--- src/rtl/spi_frame_ctrl.sv ---
// Serial frame controller: fetches NWORDS frame-buffer words and shifts each one
// out MSB-first as a chip-select-framed transfer. Optional macro SPI_FRAME_AUTOREFRESH_EN.
module spi_frame_ctrl #(
  parameter int DIV    = 2,
  parameter int WORD_W = 16,
  parameter int NWORDS = 8,
  localparam int ADDR_W = (NWORDS > 1) ? $clog2(NWORDS) : 1
) (
  input  logic              clk,
  input  logic              reset,
  input  logic              start,
  output logic [ADDR_W-1:0] word_addr,
  input  logic [WORD_W-1:0] word_data,
  output logic              sclk,
  output logic              mosi,
  output logic              cs_n,
  output logic              busy,
  output logic              done
);

  localparam int DIV_W = (DIV > 1) ? $clog2(DIV) : 1;
  localparam int BIT_W = $clog2(WORD_W) + 1;
  localparam int GAP_W = $clog2(2 * DIV);

  typedef enum logic [1:0] {IDLE, LOAD, SHIFT, GAP} state_t;

  state_t            state_reg;
  logic [WORD_W-1:0] shift_reg;
  logic [DIV_W-1:0]  div_cnt_reg;
  logic [BIT_W-1:0]  bit_cnt_reg;
  logic [GAP_W-1:0]  gap_cnt_reg;

  logic tick;
  logic last_bit;
  logic last_word;
  logic gap_end;
  logic go;

  assign tick      = (div_cnt_reg == DIV_W'(DIV - 1));
  assign last_bit  = (bit_cnt_reg == BIT_W'(WORD_W - 1));
  assign last_word = (word_addr == ADDR_W'(NWORDS - 1));
  assign gap_end   = (gap_cnt_reg == GAP_W'(2 * DIV - 1));

`ifdef SPI_FRAME_AUTOREFRESH_EN
  // Once armed by the first accepted start, every return to IDLE re-launches a frame.
  logic armed_reg;
  assign go = start | armed_reg;
`else
  assign go = start;
`endif

  always_ff @(posedge clk) begin
    if (reset) begin
      state_reg   <= IDLE;
      shift_reg   <= '0;
      div_cnt_reg <= '0;
      bit_cnt_reg <= '0;
      gap_cnt_reg <= '0;
      word_addr   <= '0;
      sclk        <= 1'b0;
      mosi        <= 1'b0;
      cs_n        <= 1'b1;
      busy        <= 1'b0;
      done        <= 1'b0;
`ifdef SPI_FRAME_AUTOREFRESH_EN
      armed_reg   <= 1'b0;
`endif
    end else begin
      done <= 1'b0;
      case (state_reg)
        IDLE: begin
          if (go) begin
            state_reg <= LOAD;
            busy      <= 1'b1;
            word_addr <= '0;
`ifdef SPI_FRAME_AUTOREFRESH_EN
            armed_reg <= 1'b1;
`endif
          end
        end

        LOAD: begin
          shift_reg   <= word_data;
          mosi        <= word_data[WORD_W-1];
          cs_n        <= 1'b0;
          div_cnt_reg <= '0;
          bit_cnt_reg <= '0;
          state_reg   <= SHIFT;
        end

        SHIFT: begin
          if (tick) begin
            div_cnt_reg <= '0;
            if (!sclk) begin
              sclk <= 1'b1;
            end else begin
              // Falling edge: advance to the next bit, or close the word on the last one.
              sclk        <= 1'b0;
              bit_cnt_reg <= bit_cnt_reg + 1'b1;
              if (last_bit) begin
                state_reg   <= GAP;
                cs_n        <= 1'b1;
                mosi        <= 1'b0;
                gap_cnt_reg <= '0;
              end else begin
                shift_reg <= shift_reg << 1;
                mosi      <= shift_reg[WORD_W-2];
              end
            end
          end else begin
            div_cnt_reg <= div_cnt_reg + 1'b1;
          end
        end

        GAP: begin
          if (gap_end) begin
            if (last_word) begin
              state_reg <= IDLE;
              done      <= 1'b1;
              busy      <= 1'b0;
              word_addr <= '0;
            end else begin
              state_reg <= LOAD;
              word_addr <= word_addr + 1'b1;
            end
          end else begin
            gap_cnt_reg <= gap_cnt_reg + 1'b1;
          end
        end

        default: state_reg <= IDLE;
      endcase
    end
  end

endmodule

--- config.mk ---
export PLATFORM = sky130hd
export DESIGN_NAME = spi_frame_ctrl
export DESIGN_NICKNAME = d
export VERILOG_FILES = /design/src/rtl/spi_frame_ctrl.sv
export SDC_FILE = /design/constraint.sdc
export NUM_CORES = 1
export LEC_CHECK = 0
export ABC_AREA = 0
export CORE_MARGIN = 2
export CORE_UTILIZATION = 55
export CTS_BUF_LIST = sky130_fd_sc_hd__clkbuf_8
export DETAILED_ROUTE_END_ITERATION = 7
export PLACE_DENSITY = 0.81
export SYNTH_ARGS = -nofsm -noshare
export SYNTH_HDL_FRONTEND = slang
export SYNTH_SLANG_ARGS = --single-unit
--- constraint.sdc ---
create_clock -name clk -period 2.2 [get_ports clk]
set_clock_uncertainty 0.1 [all_clocks]
set_input_delay 0.44 -clock clk [delete_from_list [all_inputs] [get_ports clk]]
set_output_delay 0.44 -clock clk [all_outputs]
set_load 0.03 [all_outputs]
==> reports/metrics.csv, run 1 <==
metric,value,unit
"Largest delay share family, worst path",buffers and inverters,
GRT Overall Usage,22.52,%
Worst Hold Launch,bit_cnt_reg[4]$_SDFFE_PP0P_,
TritonCTS clock tree,yes,
Initial DRC Count,62,
Detailed Route WL,3721,um
count of synthesis-stage warnings from yosys,0,
worst path arrival time,1.52,ns
total of max-cap violations,0,
"Critical Path, Cell by Cell",clkdlybuf4s50_1,
fraction of synthesis flops using an asynchronous set or reset pin,0,%
relative slew slack,69.84,%
gate count after technology mapping,186,
H-tree Lvls,2,
cell at the slowest stage of the critical path,sky130_fd_sc_hd__clkdlybuf4s50_1,
biggest area contributors in the synthesized netlist,"sky130_fd_sc_hd__dfxtp_1, sky130_fd_sc_hd__mux2i_1, sky130_fd_sc_hd__a211oi_2",
Avg WL per Cell,14.65,um
I/O pin total,27,
final count of pins violating max slew,0,
design area,2133,sq um
Unique masters post-synth,42,
clock-pin slew on the worst setup and hold paths,0.06,ns
Least-Margin Pin Slew,0.4496,ns
Via Count,1455,
library cell occupying the most area in the post-synthesis netlist,sky130_fd_sc_hd__dfxtp_1,
share of the clock period used by the worst path,93.52,%
Detailed Routing Iterations Pass 1,6,
most frequent cells in the layout,"sky130_fd_sc_hd__dfxtp_1, sky130_fd_sc_hd__clkdlybuf4s50_1, sky130_fd_sc_hd__mux2i_1",
WHS,0.3898,ns
WS Path Type,flop to output port,
outcome,finished clean,
Final Hold Vio Count,0,
count of input and output buffers,26,
TritonCTS buffer count,5,
Chip Height,60.82,um
TritonCTS Sinks,33,
post-detail-place hpwl,2726,um
top cell type's share of synthesized area,37.21,%
global-route wire length before repair,6327,um
"setup slack, reg-to-reg",0.18,ns
placer's final routability congestion estimate,0.7812,
most instantiated flip-flop cell in the synthesis netlist,sky130_fd_sc_hd__dfxtp_1,
Post-DRT Antenna Nets,0,
number of storage elements in the synthesis netlist,33,
average vias per placed instance,5.728,
highest clock frequency the design can meet,0.4860,GHz
setup repair after global routing missed its margin,no,
horizontal extent of the die,60.82,um
maximum single-stage delay on the critical path,0.73,ns
via count of the first global-routing pass,1474,
DRC,0,
Synthesized Nets,214,
Hold Path Class,flop to flop,
post-layout min period,2.058,ns
Leakage,0.7598,nW
count of inserted antenna diode cells,0,
Largest register FFs,15,
final core utilization,69.88,%
"Setup violations, final",0,
source of the critical timing path,sclk$_SDFFE_PP0P_,
buffers plus inverters on the worst setup path,1,
critical path endpoint category,output port,
Post-CTS Hold Fix Bufs,0,
layout net count,238,
std cell rows,20,
Peak supply drop,0.0006626,V
most common library cell in the layout ignoring fill and taps,sky130_fd_sc_hd__dfxtp_1,
worst path required time,1.66,ns
maximum number of pins on one net before global-route repair,25,
nature of the critical path startpoint,flop,
number of enable flip-flop cells after synthesis,0,
area of the core region,3053,sq um
Post-Place Cell Area,2043,sq um
maximum fanout along the worst path,9,
die area,3698,sq um
starting utilization of the core area,58.16,%
root cell of the clock tree,sky130_fd_sc_hd__clkbuf_8,
share of layout cells above drive strength 1,12.86,%
Avg Inst Size Synth,9.545,sq um
area growth from synthesis to final layout,20.16,%
synthesized area,1775,sq um
launch point of the worst reg-to-reg path,bit_cnt_reg[0]$_SDFFE_PP0P_,
clock insertion delay at the later pin of the skew report,0.27,ns
Clock Path Buffers,2,
fraction of the yosys area taken by sequential cells,37.21,%
P per Cell Area,1072,nW/um^2
number of antenna violations at the first check in global routing,0,
Overflow after GRT,0,
## cell type report
type / count / area, sq um
multi-input combinational: 133 / 1003
fill: 250 / 919.6
sequential: 33 / 660.6
timing repair buffer: 33 / 312.8
clock buffer: 6 / 82.58
tap: 44 / 55.05
inverter: 4 / 15.01
clock inverter: 1 / 3.754
## repair_timing
item,in CTS,in global routing
gates cloned,0,0
buffers inserted,0,0
setup endpoints to repair,14,3
pin swaps,0,0
gates resized for setup,1,2
## synthesized netlist by cell type, types with 2 or more instances
master                     number
sky130_fd_sc_hd__a211oi_1       7
sky130_fd_sc_hd__a211oi_2      10
sky130_fd_sc_hd__a21oi_1        7
sky130_fd_sc_hd__a31oi_1        2
sky130_fd_sc_hd__and3_1         2
sky130_fd_sc_hd__buf_2          5
sky130_fd_sc_hd__buf_6          3
sky130_fd_sc_hd__clkbuf_1       7
sky130_fd_sc_hd__dfxtp_1       33
sky130_fd_sc_hd__ha_1           9
sky130_fd_sc_hd__inv_1          4
sky130_fd_sc_hd__mux2i_1       17
sky130_fd_sc_hd__nand2_1        6
sky130_fd_sc_hd__nand2b_1      11
sky130_fd_sc_hd__nand3_1        8
sky130_fd_sc_hd__nand3b_1       2
sky130_fd_sc_hd__nor2_1         5
sky130_fd_sc_hd__nor2b_1        6
sky130_fd_sc_hd__nor3_1        15
sky130_fd_sc_hd__o21ai_0        4
sky130_fd_sc_hd__xor2_1         2
## through the flow
| stage | power (mW) | instances | TNS, ns | setup slack [ns] |
|---|---|---|---|---|
| after floorplan | 1.640 | 186 | 0 | 0.2592 |
| after global placement | 1.790 | 247 | 0 | 0.1045 |
| after detailed placement | 1.843 | 247 | -0.1413 | -0.05154 |
| after CTS | 2.288 | 254 | 0 | 0.07353 |
| after global routing | 2.446 | 254 | 0 | 0.02687 |
| final | 2.287 | 254 | 0 | 0.1425 |
## path summary, 6_finish.rpt
check,end,depth (start not counted)
setup / recovery,sclk,1
hold / removal,bit_cnt_reg[4]$_SDFFE_PP0P_,2
hold reg to reg,bit_cnt_reg[4]$_SDFFE_PP0P_,2
setup reg to reg,gap_cnt_reg[1]$_SDFFE_PP0P_,6
## worst reg2reg max path: cells and delay by family, from the launching register on
family	cells	cell delay, ns
AOI/OAI and AO/OA	1	0.47
DFF	1	0.38
adders and majority gates	2	0.42
and+or+nand+nor	2	0.33
muxes	1	0.24
## metal layers
| metal | global-route usage, % | up-vias | wire length [um] |
|---|---|---|---|
| met5 | 0 | - | 0 |
| met4 | 8.385 | 0 | 69 |
| met3 | 4.478 | 8 | 101 |
| met2 | 39.94 | 23 | 1932 |
| met1 | 26.77 | 696 | 1618 |
| li1 | - | 728 | - |
## where the power goes
part | total (mW) | internal, mW | leakage [nW] | switching [mW]
Clock | 0.441 | 0.243 | 0.0485 | 0.198
Combinational | 1.00 | 0.464 | 0.442 | 0.537
Sequential | 0.845 | 0.746 | 0.270 | 0.0982
Total | 2.29 | 1.45 | 0.760 | 0.833
## kinds of logic after synthesis
group	count (synthesis)	synth area share, %
fa+ha+maj	9	6.343
buf+inv	20	6.483
compound gates	39	18.04
simple gates	65	20.72
mux	18	10.22
flops	33	37.21
xor+xnor	2	0.9868
No activity file was read; power rests on OpenSTA's default activity.
==> inputs of run 2 (changes only) <==
Settings changed: ABC_CLOCK_PERIOD_IN_PS from default to 2200, CAP_MARGIN from default to 20.
==> results of run 2 <==
Same layout as run 1: the final DEF is identical, and so are final timing and power.
==> inputs of run 3 (changes only) <==
Settings changed: ABC_CLOCK_PERIOD_IN_PS 2200 to 2450, CORE_UTILIZATION 55 to 60, PLACE_DENSITY 0.81 to 0.87.
Clock period 2.2 ns to 2.45 ns, I/O delays scaled along.
==> run 3 against run 2 <==
Net effect: sequential power shrank 10%; power shrank 5.2%; register-to-register slack gained 0.05 ns; cell count shrank 5.5%; flip-flop and latch count is the same; die area shrank 7.8%; critical path depth grew 5; critical path type is now flop to flop.
==> reports/metrics.csv, run 3 (synthesis gave the netlist of run 1 again) <==
metric,value,unit
outcome,finished clean,
Clock Path Buffers,2,
final count of pins violating max slew,0,
post-layout min period,2.216,ns
number of gates resized after CTS,0,
die area,3410,sq um
reg2reg end,shift_reg[2]$_SDFFE_PP0P_,
P per Cell Area,1018,nW/um^2
TritonCTS clock tree,yes,
cell depth of the worst min-delay path,2,
Overflow after GRT,0,
Initial DRC Count,29,
Final Hold Vio Count,0,
worst path required time,2.48,ns
area of the core region,2781,sq um
clock-pin slew on the worst setup and hold paths,0.07,ns
routed length on met1,1631,um
Largest register FFs,15,
setup repair after global routing missed its margin,no,
"Largest delay share family, worst path",simple AND/OR/NAND/NOR gates,
total of max-cap violations,0,
worst path arrival time,2.24,ns
GRT Overall Usage,23.96,%
Via Count,1484,
area growth from synthesis to final layout,19.87,%
Chip Height,58.40,um
Leakage,0.7635,nW
horizontal extent of the die,58.40,um
Hold Path Class,flop to flop,
Worst Hold Launch,bit_cnt_reg[4]$_SDFFE_PP0P_,
std cell rows,19,
cell at the slowest stage of the critical path,sky130_fd_sc_hd__or2_1,
Detailed Routing Iterations Pass 1,4,
clock insertion delay at the later pin of the skew report,0.28,ns
Post-CTS Hold Fix Bufs,0,
average vias per placed instance,6.183,
number of setup buffers added after CTS,0,
nature of the critical path startpoint,flop,
"Critical Path, Cell by Cell",ha_1 > and3_1 > ha_1 > and4b_1 > or2_1 > a211oi_1,
TritonCTS buffer count,5,
TritonCTS Sinks,33,
count of inserted antenna diode cells,0,
global-route wire length before repair,6279,um
via count of the first global-routing pass,1387,
number of antenna violations at the first check in global routing,0,
DR top layer,met4,
Hold EP,bit_cnt_reg[4]$_SDFFE_PP0P_,
maximum single-stage delay on the critical path,0.55,ns
I/O pin total,27,
"setup slack, reg-to-reg",0.23,ns
setup tns final,0,ns
most common library cell in the layout ignoring fill and taps,sky130_fd_sc_hd__dfxtp_1,
number of filler cells placed in the layout,202,
starting utilization of the core area,63.83,%
root cell of the clock tree,sky130_fd_sc_hd__clkbuf_8,
placer's final routability congestion estimate,0.8742,
maximum number of pins on one net before global-route repair,38,
launch point of the worst reg-to-reg path,bit_cnt_reg[0]$_SDFFE_PP0P_,
share of the clock period used by the worst path,90.47,%
layout net count,236,
Post-DRT Antenna Nets,0,
Detailed Route WL,3709,um
Peak supply drop,0.0007542,V
count of input and output buffers,26,
critical path endpoint category,flop,
DRC,0,
Avg WL per Cell,15.45,um
H-tree Lvls,2,
highest clock frequency the design can meet,0.4512,GHz
total power draw,2.167,mW
share of layout cells above drive strength 1,11.96,%
post-detail-place hpwl,2566,um
most frequent cells in the layout,"sky130_fd_sc_hd__dfxtp_1, sky130_fd_sc_hd__clkdlybuf4s50_1, sky130_fd_sc_hd__mux2i_1",
most common cell type on the critical path,sky130_fd_sc_hd__ha_1,
"Setup violations, final",0,
sum of met3 wire segment lengths after detailed routing,171,um
met2 routed wirelength,1842,um
WS Path Type,flop to flop,
Worst Reg2Reg Path Length in Cells,6,
maximum fanout along the worst path,14,
Least-Margin Pin Slew,0.6725,ns
buffers plus inverters on the worst setup path,0,
final core utilization,76.52,%
relative slew slack,55.17,%
-- run 3: changes by cell type in the layout (fill, tap and decap cells not counted) --
cell / change
sky130_fd_sc_hd__buf_4: -2
sky130_fd_sc_hd__a2111oi_0: +1
sky130_fd_sc_hd__a2111oi_1: -1
sky130_fd_sc_hd__bufinv_16: +1
sky130_fd_sc_hd__or2_1: +1
sky130_fd_sc_hd__or2_4: -1
-- run 3: worst max-delay path by stage --
| stage | slack (ns) | cells past startpoint | to | from |
|---|---|---|---|---|
| 3_3_place_gp | 0.37 | 6 | shift_reg[5]$_SDFFE_PP0P_ | bit_cnt_reg[0]$_SDFFE_PP0P_ |
| 2_1_floorplan | 0.51 | 8 | shift_reg[10]$_SDFFE_PP0P_ | bit_cnt_reg[0]$_SDFFE_PP0P_ |
| 6_report | 0.23 | 6 | shift_reg[2]$_SDFFE_PP0P_ | bit_cnt_reg[0]$_SDFFE_PP0P_ |
| 3_5_place_dp | 0.26 | 6 | shift_reg[2]$_SDFFE_PP0P_ | bit_cnt_reg[0]$_SDFFE_PP0P_ |
| 4_1_cts | 0.22 | 6 | shift_reg[2]$_SDFFE_PP0P_ | bit_cnt_reg[0]$_SDFFE_PP0P_ |
| 5_1_grt | 0.06 | 5 | shift_reg[2]$_SDFFE_PP0P_ | state_reg[0]$_SDFFE_PP0P_ |
-- run 3: routing by layer --
| layer | up-vias | global-route usage [%] |
|---|---|---|
| li1 | 721 | - |
| met1 | 717 | 30.39 |
| met2 | 39 | 40.13 |
| met3 | 7 | 4.835 |
| met4 | 0 | 8.970 |
| met5 | - | 0 |
-- run 3: layout make-up --
type                    instances  area (sq um)  share of cell area (%)
clock inverters                 2         33.78                   1.587
multi-input cells             133         999.7                   46.97
clock buffers                   6         82.58                   3.880
repair buffers                 31         297.8                   13.99
inverters                       4         15.01                  0.7055
well taps                      31         38.79                   1.822
flip-flops and latches         33         660.6                   31.04
-- run 3: worst register-to-register path, cell delays in order (launching register included) --
cell                       delay (ns)
sky130_fd_sc_hd__dfxtp_1         0.34
sky130_fd_sc_hd__ha_1            0.22
sky130_fd_sc_hd__and3_1          0.19
sky130_fd_sc_hd__ha_1            0.22
sky130_fd_sc_hd__and4b_1         0.28
sky130_fd_sc_hd__or2_1           0.55
sky130_fd_sc_hd__a211oi_1        0.16
-- run 3: metrics by stage --
stage / area, sq um / hold slack [ns] / cells / setup slack [ns]
finish: 2128 / 0.3726 / 240 / 0.2336
global route: 2128 / 0.4085 / 240 / 0.05527
CTS: 2128 / 0.3778 / 240 / 0.2235
detailed placement: 2012 / 0.3677 / 232 / 0.2596
global placement: 2012 / 0.3565 / 232 / 0.3655
floorplan: 1775 / 0.3479 / 186 / 0.5092
-- run 3: power by group --
| part | internal (mW) | total, mW | switching (mW) |
|---|---|---|---|
| sequential | 0.670 | 0.758 | 0.0878 |
| clock | 0.327 | 0.519 | 0.192 |
| combinational | 0.401 | 0.890 | 0.489 |
